[src/rtl/instruction_memory.sv]
// instruction_memory
// Read-only 64-word program store for the IF stage. A byte address from the
// PC selects a word (addr[7:2]); the selected word is registered, so it is
// visible on I one clock after the address is sampled. Addresses at or above
// 256 return a NOP. Synchronous active-high reset loads a NOP.
//
// Interface timing: there is no handshake. A new address is accepted on
// every rising edge, and I is valid for exactly that address after the edge.
// I holds its value between edges.
module instruction_memory (
    input  logic        clk,
    input  logic        reset,
    input  logic [31:0] addr,
    output logic [31:0] I
);

    localparam logic [31:0] NOP = 32'h0000_0000;

    logic [5:0]  w_word_idx;
    logic        w_in_range;
    logic [31:0] w_rom_word;
    logic [31:0] w_next_instr;
    logic [1:0]  w_unused_addr_lo;
    logic [31:0] r_instr;

    // Byte offset within a word does not matter: misaligned reads return the
    // containing word.
    assign w_unused_addr_lo = addr[1:0];
    assign w_word_idx       = addr[7:2];
    assign w_in_range       = (addr[31:8] == 24'd0);

    // Fixed program contents; every word past the eighth is a NOP.
    always_comb begin
        w_rom_word = NOP;
        case (w_word_idx)
            6'd0:    w_rom_word = 32'h0022_1820; // add $3,$1,$2
            6'd1:    w_rom_word = 32'h0061_2022; // sub $4,$3,$1
            6'd2:    w_rom_word = 32'h0064_2824; // and $5,$3,$4
            6'd3:    w_rom_word = 32'h00A2_3025; // or  $6,$5,$2
            6'd4:    w_rom_word = 32'h8C07_0004; // lw  $7,4($0)
            6'd5:    w_rom_word = 32'hAC07_0008; // sw  $7,8($0)
            6'd6:    w_rom_word = 32'h0022_402A; // slt $8,$1,$2
            6'd7:    w_rom_word = 32'h0800_0000; // j   0
            default: w_rom_word = NOP;
        endcase
    end

    // Out-of-range addresses fetch a NOP rather than aliasing into the ROM.
    always_comb begin
        w_next_instr = NOP;
        if (w_in_range) begin
            w_next_instr = w_rom_word;
        end
    end

    // Output register; reset takes priority over the address.
    always_ff @(posedge clk) begin
        if (reset) begin
            r_instr <= NOP;
        end else begin
            r_instr <= w_next_instr;
        end
    end

    assign I = r_instr;

endmodule

[config.mk]
export PLATFORM = sky130hd
export DESIGN_NAME = instruction_memory
export DESIGN_NICKNAME = d
export VERILOG_FILES = /design/src/rtl/instruction_memory.sv
export SDC_FILE = /design/constraint.sdc
export NUM_CORES = 1
export LEC_CHECK = 0
export CAP_MARGIN = 20
export CORE_MARGIN = 3
export CORE_UTILIZATION = 54
export DETAILED_ROUTE_END_ITERATION = 7
export DONT_BUFFER_PORTS = 1
export GPL_TIMING_DRIVEN = 0
export PLACE_DENSITY = 0.72
export SYNTH_ARGS = -nofsm -noshare
export SYNTH_HDL_FRONTEND = slang
export SYNTH_SLANG_ARGS = --single-unit
[constraint.sdc]
create_clock -name clk -period 1.47 [get_ports clk]
set_input_delay 0.441 -clock clk [delete_from_list [all_inputs] [get_ports clk]]
set_output_delay 0.441 -clock clk [all_outputs]
set_load 0.03 [all_outputs]
==> impl_metrics.py <==
metrics = {
    "global_route": {
        "met2_usage": 0.231,
        "met3_usage": 0.0273,
        "use_met1": 0.189,
        "grt_pass1_wl_um": 2250,
        "grt_usage": 0.144,
        "top_usage_layer": "met2",
        "overflow": 0,
        "antenna_found_initial": 0,
        "grt_pass1_vias": 558,
        "grt_max_degree": 11,
    },
    "worst_setup_path": {
        "arrival_ns": 0.91,
        "worstSetupPathType": "register to output pin",
        "critPathSlowestCell": "dfxtp_2",
        "cp_max_fo": 2,
        "cp_slowest_stage_delay_ns": 0.43,
        "cp.required_ns": 1.03,
        "cp_cell_sequence": "buf_4",
        "cp_num_buf_inv": 1,
        "start_kind": "register",
        "end_kind": "output pin",
        "crit_family": "flip-flops",
    },
    "cells_and_area": {
        "drive_above_1_share": 0.394,
        "antennaDiodeCount": 0,
        "area_growth_syn_to_layout_pct": 15.2,
        "layoutNonFillerInstCount": 119,
        "fin_nets": 145,
        "largest_reg_flops": 16,
    },
    "placement": {
        "preCtsSetupSlack_ns": -0.210,
        "gp_congestion": 0.783,
        "place_inst": 114,
        "dpl.hpwl_um": 1280,
        "io_buffers": 0,
    },
    "sta": {
        "rsz0062_at_grt": "no",
        "postLayoutSetupSlackWorst_ns": 0.124,
        "hold_viol_final": 0,
        "setup_violations": 0,
        "maxSlewViolCount": 0,
        "fin_crit_ns": 1.35,
        "fmax_mhz": 743,
        "finalCritPeriodShare": 0.916,
    },
    "clock_tree": {
        "cts_tree": "built",
        "clockRootBuffer": "clkbuf_4",
        "path_clk_slew_ns": 0.09,
        "cts_buffer_depth": 2,
        "numCtsBuffers": 3,
        "clkSinkCount": 16,
        "htree_levels": 1,
    },
    "yosys": {
        "synth_cells": 87,
        "synth.top_cell.area_share": 0.367,
        "synth_edf_count": 0,
        "yosys.area.top_type": "dfxtp_1",
        "ys.flop_type": "dfxtp_1",
        "syn_area_per_cell_um2": 10.0,
        "yosysWarningCount": 0,
        "synthesis.area_um2": 872,
        "yosysMostFrequentCell": "buf_4",
        "ys_seq_area_frac": 0.367,
        "synth_area_leaders": "dfxtp_1 (37%), buf_4 (15%), nor4_2 (10%)",
        "ys_ff_latch": 16,
        "yosysUniqueCellTypes": 20,
        "synth_commonest_cells": "buf_4 (17), dfxtp_1 (16), nor4_1 (8)",
        "postSynth.asyncResetShare": 0,
    },
    "outcome": {
        "status": "complete, no violations",
    },
    "routing": {
        "dr_total_vias": 654,
        "drt_pass1_iterations": 4,
        "finalWirelength_um": 1580,
        "avgViaCountPerCell": 5.50,
        "drt_iter0_markers": 13,
        "wl_per_cell_um": 13.3,
        "drc": 0,
        "drtAntennaViolNets": 0,
    },
    "pwr": {
        "p_clk_frac": 0.334,
        "sw_frac_of_total": 0.245,
        "seqPwrFrac": 0.522,
        "p_per_area_nw_per_um2": 826,
        "cell_internal_pwr_uw": 626,
        "p_sw_uw": 204,
        "finalPower_uw": 829,
        "ir_drop_mv": 0.408,
        "power_leakage_uw": 0.000404,
        "pwr-share-comb": 0.144,
    },
    "min_path": {
        "min_to": "I[29]",
        "hold-path-cell-count": 2,
        "min-delay-start": "addr[2]",
        "hp-class": "input pin to register",
    },
    "die": {
        "initial_core_util": 0.623,
        "die_width_um": 46.2,
        "coreArea_um2": 1400,
        "row_count": 13,
        "ioPinCount": 66,
        "fp.dieH_um": 46.2,
        "die-area_um2": 2130,
    },
    "flow_run": {
        "drv_cap": 0,
    },
}
through the flow:
stage	hold WS (ns)	utilization	setup TNS, ns	cell area [µm²]
floorplan	0.599	-	-0.395	938
global placement	0.608	0.684	-2.01	957
detailed placement	0.612	0.684	-2.28	957
CTS	0.318	0.710	0	993
global route	0.323	0.718	0	1000
finish	0.320	0.718	0	1000
per-layer routing:
layer | part of all wire | up-vias
met1 | 0.41 | 283
met4 | 0.011 | 0
li1 | - | 312
met2 | 0.45 | 57
met3 | 0.13 | 2
met5 | 0 | -
layout by cell type (no fill, tap or decap), types with 4 or more instances in the layout:
cell type,instances
buf_4,17
conb_1,13
or3_1,4
nor4_1,7
nand2b_1,4
nand2_1,6
nor4_2,8
ha_1,6
dfxtp_1,13
logic make-up (layout without fill, tap and decap cells):
| group | Yosys count | after routing | synth area share |
|---|---|---|---|
| muxes | 1 | 1 | 0.0115 |
| AOI/OAI and AO/OA | 4 | 4 | 0.0473 |
| other | 1 | 13 | 0.00430 |
| and+or+nand+nor | 35 | 35 | 0.297 |
| buffers and inverters | 24 | 29 | 0.187 |
| adders and majority gates | 6 | 6 | 0.0861 |
| DFF | 16 | 16 | 0.367 |
worst max path at each step:
stage,startpoint,end,slack [ns],cells after the start
4_1_cts,I[21],I[21],0.006,1
2_1_floorplan,addr[26],I[11],-0.09,4
5_1_grt,addr[18],I[23],0.04,4
6_report,I[26],I[31],0.12,1
3_3_place_gp,addr[17],I[29],-0.17,4
3_5_place_dp,addr[17],I[29],-0.21,4
final cells by class:
cell class,count,area [µm²]
buffer,21,163
clock buffer,4,36.3
fill,97,394
inverter,3,11.3
multi-input combinational,59,444
sequential,16,324
tap,15,18.8
timing repair buffer,1,7.51
power groups by stage:
stage,registers [µW],clock network [µW],logic [µW]
after floorplan,443,0,110
after detailed placement,443,0,117
after CTS,433,278,117
final,433,277,120
after global routing,433,300,129
after global placement,443,0,116
repair_timing:
item | 4_1_cts | 5_1_grt
resized for setup | 0 | 3
hold buffers | 0 | 0
buffers inserted | 0 | 1
setup endpoints to repair | 0 | 8
Power figures use the tool's default switching activity.
